## src/rtl/dilithium_decomp_pkg.sv

```systemverilog
// Constants shared by the Dilithium coefficient decomposer and recomposer:
// modulus, the two 2*gamma2 multipliers, r1 ranges and security-level codes.
package dilithium_decomp_pkg;

   localparam int Q       = 8380417;
   localparam int N1      = 190464;
   localparam int N2      = 523776;
   localparam int R1_MAX0 = 43;
   localparam int R1_MAX2 = 15;

   typedef enum logic [2:0] {
      SEC_LVL_0 = 3'b000,
      SEC_LVL_2 = 3'b010
   } sec_lvl_e;

   // Anything that is not the level-2 code is handled as level 0.
   function automatic logic is_lvl2(input logic [2:0] lvl);
      return lvl == SEC_LVL_2;
   endfunction

endpackage

```

## src/rtl/coeff_csub_q.sv

```systemverilog
// Combinational conditional subtract: folds s in [0, 2Q) back into [0, Q).
module coeff_csub_q
   import dilithium_decomp_pkg::*;
#(
   parameter int W = 24
) (
   input  logic [W-1:0] s,
   output logic [W-1:0] d
);

   localparam logic [W-1:0] QW = W'(Q);

   always_comb begin
      d = (s >= QW) ? (s - QW) : s;
   end

endmodule

```

## src/rtl/coeff_recomposer.sv

```systemverilog
// Two-stage pipelined recomposer: r = (r1*M + r0) mod Q with valid/ready flow
// control. Define COEFF_RECOMPOSER_CHECK_EN to add the err_o input checker.
module coeff_recomposer
   import dilithium_decomp_pkg::*;
#(
   parameter int COEFF_W = 24
) (
   input  logic               clk,
   input  logic               rst,
   input  logic [2:0]         sec_lvl,
   input  logic               valid_i,
   output logic               ready_i,
   input  logic [COEFF_W-1:0] dia,
   input  logic [COEFF_W-1:0] dib,
   output logic               valid_o,
   input  logic               ready_o,
   output logic [COEFF_W-1:0] dout
`ifdef COEFF_RECOMPOSER_CHECK_EN
   ,
   output logic               err_o
`endif
);

   localparam logic [COEFF_W-1:0] M0 = COEFF_W'(N1);
   localparam logic [COEFF_W-1:0] M2 = COEFF_W'(N2);

   logic               lvl2;
   logic [COEFF_W-1:0] mult;
   logic [COEFF_W-1:0] s_next;
   logic [COEFF_W-1:0] s_reg;
   logic               va_reg;
   logic [COEFF_W-1:0] dout_reg;
   logic               valid_o_reg;
   logic [COEFF_W-1:0] csub_d;
   logic               en_a;
   logic               en_b;

   assign lvl2 = is_lvl2(sec_lvl);
   assign mult = lvl2 ? M2 : M0;

`ifdef COEFF_RECOMPOSER_CHECK_EN
   localparam logic [COEFF_W-1:0] QW     = COEFF_W'(Q);
   localparam logic [COEFF_W-1:0] R1_LIM0 = COEFF_W'(R1_MAX0);
   localparam logic [COEFF_W-1:0] R1_LIM2 = COEFF_W'(R1_MAX2);

   logic               err_next;
   logic               err_a_reg;
   logic               err_o_reg;
   logic [COEFF_W-1:0] r1_lim;

   // dia above the level limit also covers nonzero upper bits.
   assign r1_lim   = lvl2 ? R1_LIM2 : R1_LIM0;
   assign err_next = (dia > r1_lim) || (dib >= QW);
   // Illegal items carry s = 0 so the subtract stage naturally yields dout = 0.
   assign s_next   = err_next ? '0 : (dia * mult + dib);
   assign err_o    = err_o_reg;
`else
   assign s_next   = dia * mult + dib;
`endif

   assign en_b    = !valid_o_reg || ready_o;
   assign en_a    = !va_reg || en_b;
   assign ready_i = en_a;
   assign valid_o = valid_o_reg;
   assign dout    = dout_reg;

   coeff_csub_q #(
      .W (COEFF_W)
   ) u_csub (
      .s (s_reg),
      .d (csub_d)
   );

   always_ff @(posedge clk or posedge rst) begin
      if (rst) begin
         va_reg      <= 1'b0;
         s_reg       <= '0;
         valid_o_reg <= 1'b0;
         dout_reg    <= '0;
      end else begin
         if (en_a) begin
            va_reg <= valid_i;
            if (valid_i) begin
               s_reg <= s_next;
            end
         end
         if (en_b) begin
            valid_o_reg <= va_reg;
            if (va_reg) begin
               dout_reg <= csub_d;
            end
         end
      end
   end

`ifdef COEFF_RECOMPOSER_CHECK_EN
   always_ff @(posedge clk or posedge rst) begin
      if (rst) begin
         err_a_reg <= 1'b0;
         err_o_reg <= 1'b0;
      end else begin
         if (en_a && valid_i) begin
            err_a_reg <= err_next;
         end
         if (en_b && va_reg) begin
            err_o_reg <= err_a_reg;
         end
      end
   end
`endif

endmodule

```

## config.mk

```make
export PLATFORM = sky130hd
export DESIGN_NAME = coeff_recomposer
export DESIGN_NICKNAME = d
export VERILOG_FILES = /design/src/rtl/dilithium_decomp_pkg.sv /design/src/rtl/coeff_csub_q.sv /design/src/rtl/coeff_recomposer.sv
export SDC_FILE = /design/constraint.sdc
export NUM_CORES = 1
export LEC_CHECK = 0
export ABC_CLOCK_PERIOD_IN_PS = 3400
export CORE_UTILIZATION = 40
export CTS_BUF_LIST = sky130_fd_sc_hd__clkbuf_2 sky130_fd_sc_hd__clkbuf_4 sky130_fd_sc_hd__clkbuf_8
export CTS_CLUSTER_DIAMETER = 150
export DETAILED_ROUTE_END_ITERATION = 7
export PLACE_DENSITY = 0.63
export SETUP_SLACK_MARGIN = 0.5
export SLEW_MARGIN = 20
export SYNTH_ARGS = -nofsm -noshare
export SYNTH_HDL_FRONTEND = slang
export SYNTH_SLANG_ARGS = --single-unit
```

## constraint.sdc

```tcl
create_clock -name clk -period 3.4 [get_ports clk]
set_clock_uncertainty 0.05 [all_clocks]
set_input_delay 0.85 -clock clk [delete_from_list [all_inputs] [get_ports clk]]
set_output_delay 0.85 -clock clk [all_outputs]
set_load 0.05 [all_outputs]
```

## Word level (Yosys, flattened, before mapping)

Cells that the tools add are included.

| word-level totals | value |
|---|---|
| register bits | 50 |
| input port bits | 55 |
| output and inout bits | 26 |
| logic and storage cells | 17 |

| cells by class | value |
|---|---|
| add/subtract/negate cells | 2 |
| $mul | 1 |
| magnitude comparators | 1 |
| equality and inequality tests | 1 |
| multiplexer cells | 2 |
| reduce and logical (&&, ||, !) cells | 6 |

Operators with widths:

| operator | count |
|---|---|
| $add 24x24->24 | 1 |
| $ge 24x23->1 const B | 1 |
| $mul 24x19->24 | 1 |
| $mux 24 | 1 |
| $sub 24x23->24 const B | 1 |
| $mux 19 | 1 |
| $reduce_and 2->1 | 2 |
| $eq 3x2->1 const B | 1 |
| $logic_not 1->1 | 2 |
| $logic_or 1x1->1 | 2 |

## Longest topological paths before layout

Gate-level depths: netlist of run 1.

| logic depth | value |
|---|---|
| depth in word-level cells | 4 |
| depth in mapped cells | 24 |
| mapped depth without buffers | 24 |

## Modules after synthesis

A second synthesis of run 1 with hierarchy kept.

| second synthesis, totals | value |
|---|---|
| cell total of the unflattened synthesis | 525 |
| area, all modules | 5522.8 um^2 |

By module, submodules not included:

| module | instances | cells an instance | area each (um^2) |
|---|---|---|---|
| coeff_recomposer | 1 | 442 | 4917.2 |
| coeff_csub_q | 1 | 83 | 605.6 |

## Worst setup path after synthesis of run 1

OpenSTA, ideal clock, no wires.

| path | value |
|---|---|
| path kind | input to register |
| from | input sec_lvl[0] |
| to | register s_reg[23] |
| setup time | 0.138 ns |
| data arrival time | 6.457 ns |
| required time | 3.212 ns |
| path slack | -3.244 ns |
| stages | 21 |
| cells stage by stage | nor3b_1 -> clkbuf_1 -> and2_1 -> fa_1 -> fa_1 -> inv_1 -> fa_1 -> inv_1 -> fa_1 -> fa_1 -> ha_1 -> inv_1 -> fa_1 -> inv_1 -> ha_1 -> a21o_1 -> a21o_1 -> o41ai_2 -> o21ai_1 -> xnor2_1 -> o21ai_0 |

| on the way | value |
|---|---|
| longest elaborated chain between the ends | 4 |

RTL lines:

| what | line | RTL |
|---|---|---|
| from (decl) | coeff_recomposer.sv:10 | `input logic [2:0] sec_lvl,` |
| $eq 3x2->1 | dilithium_decomp_pkg.sv:18 | `return lvl == SEC_LVL_2;` |
| $mux 19 | coeff_recomposer.sv:39 | `assign mult = lvl2 ? M2 : M0;` |
| $mul 24x19->24 | coeff_recomposer.sv:58 | `assign s_next = dia * mult + dib;` |
| $add 24x24->24 | coeff_recomposer.sv:58 |  |
| to (signal assigned) | coeff_recomposer.sv:84 | `s_reg <= s_next;` |
| to (decl) | coeff_recomposer.sv:30 | `logic [COEFF_W-1:0] s_reg;` |

No other way between the ends.
A chain may end at the register's enable or synchronous reset.

## Worst setup path after layout of run 1

| path | value |
|---|---|
| from | input sec_lvl[2] |
| to | register s_reg[21] |

The elaborated chain is that of the path after synthesis.

==> results of run 1 <==
==> cells in the mapped netlist, types with 5 or more instances <==
master      n  area [sq um]
a21o_1      6         45.04
a21oi_1    15         75.07
and2_1     11         68.82
clkbuf_1    9         33.78
dfrtp_1    50          1251
fa_1       62          1241
ha_1       59         738.2
inv_1     102         382.9
mux2_2     12         135.1
nand2_1    62         232.7
nand2b_1    5         31.28
nor2_1     10         37.54
nor3_1      6         30.03
o21ai_0    43         215.2
o21ai_1     6         30.03
xnor2_1    39         341.6
xor2_1     22         192.7
==> worst min-delay path, delay by kind of cell, from the launching register on <==
| family | cells | cell delay [ns] |
|---|---|---|
| and+or+nand+nor | 1 | 0.04 |
| DFF | 1 | 0.35 |
| AOI/OAI and AO/OA | 1 | 0.06 |
==> cells by family (layout without fill, tap and decap cells) <==
group,after synthesis,in the layout,share of synthesized area
xor+xnor,61,61,0.09896
buf+inv,111,270,0.07717
mux,12,12,0.02503
simple gates,117,117,0.1075
compound gates,83,83,0.09108
fa+ha+maj,122,122,0.3685
flops,50,50,0.2317
==> stage by stage <==
step | setup slack [ns] | power (uW) | cells | area [sq um] | util
finish | -2.527 | 7126 | 891 | 7782 | 0.5900
CTS | -2.567 | 6837 | 887 | 7617 | 0.5775
floorplan | -2.713 | 4430 | 556 | 5509 | -
global placement | -3.187 | 5659 | 866 | 6934 | 0.5257
detailed placement | -3.309 | 5782 | 866 | 6934 | 0.5257
global route | -2.718 | 7890 | 891 | 7782 | 0.5900
==> metal layers <==
| layer | share of wire | up-vias |
|---|---|---|
| met5 | 0 | - |
| met4 | 0.027 | 0 |
| met3 | 0.024 | 27 |
| met2 | 0.53 | 84 |
| met1 | 0.42 | 2050 |
| li1 | - | 2079 |
==> how the worst max path moves through the flow <==
| stage | slack, ns | depth (start not counted) | start | to |
|---|---|---|---|---|
| after CTS | -2.57 | 22 | sec_lvl[0] | s_reg[21] |
| after global placement | -3.19 | 19 | sec_lvl[2] | s_reg[21] |
| after floorplan | -2.71 | 21 | sec_lvl[2] | s_reg[23] |
| after detailed placement | -3.31 | 21 | sec_lvl[2] | s_reg[21] |
| after global routing | -2.72 | 22 | sec_lvl[2] | s_reg[21] |
| final | -2.53 | 22 | sec_lvl[2] | s_reg[21] |
==> repair_timing <==
| item | in CTS | in global routing |
|---|---|---|
| resized for setup | 115 | 31 |
| pin swaps | 86 | 71 |
| endpoints found under the setup margin | 14 | 13 |
| buffers inserted | 13 | 4 |
==> report_power, final <==
part           internal, uW  switching (uW)
registers               799             183
clock network           221             196
logic                  2910            2820
==> cell type report <==
cell class / instances / share of cell area
clock inverter: 3 / 0.005627
multi-input combinational: 395 / 0.5621
sequential: 50 / 0.1608
tap: 176 / 0.02830
clock buffer: 5 / 0.008842
inverter: 102 / 0.04920
timing repair buffer: 160 / 0.1852
==> results by group, run 1 <==
Global route
  • M2 GR Usage: 0.3529
  • Grt met1 use: 0.2245
  • First-pass GRT wire length: approximately 21,000 um
  • Vias in the first global route: about 4,600
  • Met3 Use GR: 0.01544
  • GRT overflow: 0
  • GRT Resource Usage Total: 0.1865
  • Gr busiest metal: met2
  • Largest net degree at the start of global routing: 31
  • Initial antenna violation count: 0

Place
  • Port Buffers: 71
  • GP Congestion: 0.8572
  • DP Wirelength: 10,010 um

Worst hold path
  • HP Class: register to register
  • Min-Delay Endpoint: dout[12]
  • WHS Path Cells: 2
  • Hold path start: dout[12]

STA
  • Setup violators final: 12
  • Final Hold Vio Count: 0
  • Final worst slack: -2.527 ns
  • Final Max Tran Viols: 0
  • Setup TNS: -22.26 ns
  • Hold slack: ~0.43 ns
  • Worst-Margin Slew: 0.6466 ns
  • Fin crit period: 5.927 ns
  • Tcrit/Tclk final: 1.743
  • RSZ-0062 raised after global routing: yes
  • Slew HR: 0.5679
  • Max Freq: roughly 0.17 GHz

Finish
  • Most common cell after layout, fill and taps aside: inv_1
  • ANT cells: 0
  • Most frequent cells in the layout: 77 x inv_1, 71 x buf_4, 59 x fa_1, 59 x clkdlybuf4s50_1, 55 x nand2_1
  • Share of layout cells above drive strength 1: 0.3147
  • Register area: around 1300 sq um
  • Area occupied by multi-input gates: approximately 4400 sq um
  • Fillers: about 1,100
  • Post-layout net count: about 900
  • Area grow syn2layout: 44.15%

Drt
  • Routed len/inst: 13.59 um
  • Drt drc: 0
  • Via Count: 4,240
  • Routed wire length: roughly 12,000 um
  • Post-route ant nets: 0
  • Via density: around 4.8
  • DRT iter0 DRCs: ~100
  • DR pass1 iterations: 4

Die
  • Initial core utilization: 0.4093
  • I/O pins: 81
  • Chip Height: 118.2 um
  • Rows: 42
  • Core region area: approximately 13,000 sq um
  • Die ar.: roughly 14,000 sq um
  • Die width: ~120 um

Clocking
  • TritonCTS clock tree: yes
  • Cts bufs inserted: 5
  • Clock Path Buffers: 2
  • Worst-skew pair later-pin latency: 0.30 ns
  • Clock transition at path regs: roughly 0.09 ns
  • CTS H-tree depth: 2
  • Clock sink count: 50
  • Clock root cell: clkbuf_8
  • CTS Hold Buffers Added: 0

Yosys
  • Synthesized Nets: roughly 730
  • Post-synth ARST share: 1.000
  • Avg Cell Area, Syn: just under 10 sq um
  • #FFs+latches synth: 50
  • Post-synth EDFFs: 0
  • Main synth FF type: dfrtp_1
  • Part of the Yosys area used for sequential elements: 0.2317
  • Syn Inst Count: ~560
  • Yosys warns: 0
  • Synth Cell Area: ~5400 sq um
  • Synth unique cells: roughly 40

Pwr
  • Cell Pwr Density: approximately 920 nW/um^2
  • Leak Pwr: between 0.003 and 0.004 uW
  • Worst vdd rail ir drop: a little under 0.6 mV

Setup path
  • Reg2reg start: s_reg[6]
  • Worst path top cell family by delay: adder cells
  • Most frequent CP cell: fa_1
  • RR Endpoint: dout[1]
  • Worst setup SP type: input port
  • Worst Path Max Fanout: 3
  • Slowest CP cell: fa_1
  • WP buf/inv: 7
  • Worst Path Arrival: roughly 6 ns
  • Critical Path End Type: register
  • FF-to-FF path depth: 6
  • Required @ worst endpoint: approximately 3.5 ns
  • CP max stage delay: 0.51 ns
  • R2r setup slk: 1.20 ns
  • Kind of critical path: input port to register
  • Crit path cell chain: buf_6, nor3b_4, buf_6, and2_4, fa_1, fa_1, inv_2, fa_1, inv_2, fa_1, fa_1, ha_1, inv_2, fa_1, inv_2, ha_4, a21o_1, a21o_1, o41ai_4, buf_4, xor2_1, o21ai_1

Flow run
  • Max_cap viols: 0

Status
  • Status: complete, but fails checks
  • Failing checks: negative setup slack
(Power assumes the default switching activity.)
==> inputs of run 2 (changes only) <==
- CORE_MARGIN: unset -> 3
- SETUP_SLACK_MARGIN: 0.5 -> 0.4
==> run 2 against run 1 <==
The run still ends with negative setup slack left. Worst setup slack lost 0.081 ns. Clock power shrank 24%. Critical path depth is the same. Core utilization grew 1.2 points. Flip-flop and latch count is the same. Maximum frequency shrank 1.3%. Sequential power is essentially flat. Register-to-register slack lost 0.03 ns. First-iteration DRC count shrank 15%. Worst hold slack gained 0.0048 ns. Via count shrank 0.94%. Critical endpoint unchanged. Highest routed layer unchanged.
==> results by group, run 2 (synthesized netlist as in run 1, its figures left out) <==
Finish
  • Most common cell after layout, fill and taps aside: inv_1
  • Core Util, Final: 0.6017 (+0.01170)
  • ANT cells: 0 (unchanged)
  • Fin cells: 888 (-0.34%)
  • Share of layout cells above drive strength 1: 0.3142 (-0.0004395)
  • Most frequent cells in the layout: 82 x inv_1, 78 x buf_4, 59 x clkdlybuf4s50_1
  • Area grow syn2layout: 44.08% (about the same)
  • Post-layout net count: 892 (+0.22%)

Place
  • DP Wirelength: 10,140 um (+1.3%)
  • Dpl ws: -3.351 ns (-0.04199 ns)
  • Inst Count DP: 866 (unchanged)
  • Port Buffers: 71 (unchanged)
  • GP Congestion: 0.8999 (+5.0%)

Setup path
  • R2r setup slk: 1.17 ns (-0.03 ns)
  • Critical Path End Type: register
  • Worst Path Max Fanout: 4 (+1)
  • Kind of critical path: input port to register
  • RR Endpoint: dout[1]
  • Reg2reg start: s_reg[7]
  • CP max stage delay: 0.50 ns (about the same)
  • Slowest CP cell: fa_1
  • Worst Path Arrival: 6.12 ns (+0.05 ns)
  • Crit path cell chain: buf_6, nor3b_4, buf_6, and2_4, fa_2, fa_1, inv_1, fa_1, inv_2, fa_1, fa_1, ha_1, inv_2, fa_1, inv_2, ha_4, a21o_1, a21o_1, o41ai_2, buf_4, xor2_1, o21ai_1
  • Required @ worst endpoint: 3.51 ns (-0.03 ns)
  • WP buf/inv: 7 (unchanged)
  • Most frequent CP cell: fa_1
  • Worst setup SP type: input port
  • Worst path top cell family by delay: adder cells
  • FF-to-FF path depth: 6 (unchanged)

Drt
  • Drt drc: 0 (unchanged)
  • Post-route ant nets: 0 (unchanged)
  • Routed wire length: 12,360 um (+2.1%)
  • DR pass1 iterations: 4 (unchanged)
  • Routed len/inst: 13.92 um (+2.4%)
  • DRT iter0 DRCs: 88 (-15%)
  • Via density: 4.730 (-0.61%)
  • Via Count: 4,200 (-0.94%)

STA
  • Max Freq: 0.1665 GHz (-1.3%)
  • Slew HR: 0.4513 (-0.1166)
  • Fin crit period: 6.007 ns (+0.08056 ns)
  • RSZ-0062 raised after global routing: yes
  • Tcrit/Tclk final: 1.767 (+0.02369)
  • Setup violators final: 13 (+1)
  • Final worst slack: -2.607 ns (-0.08056 ns)
  • Worst-Margin Slew: 0.8211 ns (+0.1745 ns)
  • Final Max Tran Viols: 0 (unchanged)
  • Final Hold Vio Count: 0 (unchanged)

Pwr
  • Cell Pwr Density: 900.6 nW/um^2 (-1.6%)
  • Total Power: 7006 uW (-1.7%)
  • Worst vdd rail ir drop: 0.4590 mV (-22%)
  • Leak Pwr: 0.003570 uW (+0.14%)

Die
  • Die ar.: 14,930 sq um (+6.9%)
  • Initial core utilization: 0.4176 (+0.008319)
  • Chip Height: 122.2 um (+3.4%)
  • I/O pins: 81 (unchanged)
  • Rows: 41 (-2.4%)
  • Core region area: 12,930 sq um (-2.0%)
  • Die width: 122.2 um (+3.4%)

Global route
  • First-pass GRT wire length: 19,900 um (-6.0%)
  • Vias in the first global route: 4,359 (-6.1%)
  • Largest net degree at the start of global routing: 30 (-3.2%)
  • GRT Resource Usage Total: 0.1647 (-0.02171)
  • GRT overflow: 0 (unchanged)
  • Initial antenna violation count: 0 (unchanged)

Flow run
  • Max_cap viols: 0 (unchanged)

Worst hold path
  • WHS Path Cells: 2 (unchanged)
  • HP Class: register to register
  • Hold path start: dout[10]
  • Min-Delay Endpoint: dout[10]

Clocking
  • Clock Path Buffers: 2 (unchanged)
  • Cts bufs inserted: 5 (unchanged)
  • TritonCTS clock tree: yes
  • CTS Hold Buffers Added: 0 (unchanged)
  • Worst-skew pair later-pin latency: 0.30 ns (about the same)
  • Clock transition at path regs: 0.09 ns (about the same)
  • Clock sink count: 50 (unchanged)
  • Clock root cell: clkbuf_8
  • CTS H-tree depth: 2 (unchanged)

Status
  • Status: complete, but fails checks
  • Failing checks: negative setup slack
## run 2: cell types whose count changed in the layout (fill, tap and decap cells not counted), sizes merged
cell / change
clkinv: +1
inv: -1
bufinv: -1
buf: +2
## run 2: worst max-delay path by stage
stage | startpoint | end | slack [ns] | cells after the start
after global placement | sec_lvl[2] | s_reg[23] | -3.22 | 21
final | sec_lvl[2] | s_reg[21] | -2.61 | 22
after CTS | sec_lvl[0] | s_reg[21] | -2.60 | 22
after detailed placement | sec_lvl[2] | s_reg[21] | -3.35 | 21
after floorplan | sec_lvl[2] | s_reg[23] | -2.71 | 21
after global routing | sec_lvl[2] | s_reg[21] | -2.81 | 22
## run 2: where the power goes
group          switching (uW)  internal, uW
registers                 185           799
clock network             180           138
logic                    2810          2890
total                    3180          3830
## run 2: through the flow
step | TNS [ns] | area, sq um | hold WS (ns)
detailed placement | -34.96 | 6959 | 0.4245
floorplan | -23.54 | 5509 | 0.4072
finish | -22.93 | 7779 | 0.4381
global placement | -33.62 | 6959 | 0.4142
global route | -25.19 | 7779 | 0.4563
CTS | -23.83 | 7222 | 0.4434
## run 2: repair_timing
| action | 4_1_cts | 5_1_grt |
|---|---|---|
| gates resized for setup | 62 | 80 |
| pin swaps | 39 | 86 |
| buffers inserted | 6 | 9 |
| endpoints found under the setup margin | 14 | 13 |
| hold endpoints to repair | 0 | 0 |
## run 2: layout make-up
class	count	area, sq um
sequential	50	1251
timing repair buffer	162	1438
multi-input combinational	395	4410
fill	1071	5149
tap	172	215.2
clock buffer	5	68.82
clock inverter	2	10.01
inverter	102	385.4
## run 2: worst min-delay path, delay by kind of cell, from the launching register on
kind	cells	cell delay, ns
flops	1	0.35
compound gates	1	0.06
simple gates	1	0.05
## run 2: metal layers
metal	wire length, um	share of wire	GRT usage	vias to the layer above
li1	-	-	-	2081
met1	4945	0.40	0.1992	2027
met2	6719	0.54	0.3163	75
met3	395	0.032	0.01439	17
met4	300	0.024	0.03639	0
met5	0	0	0	-
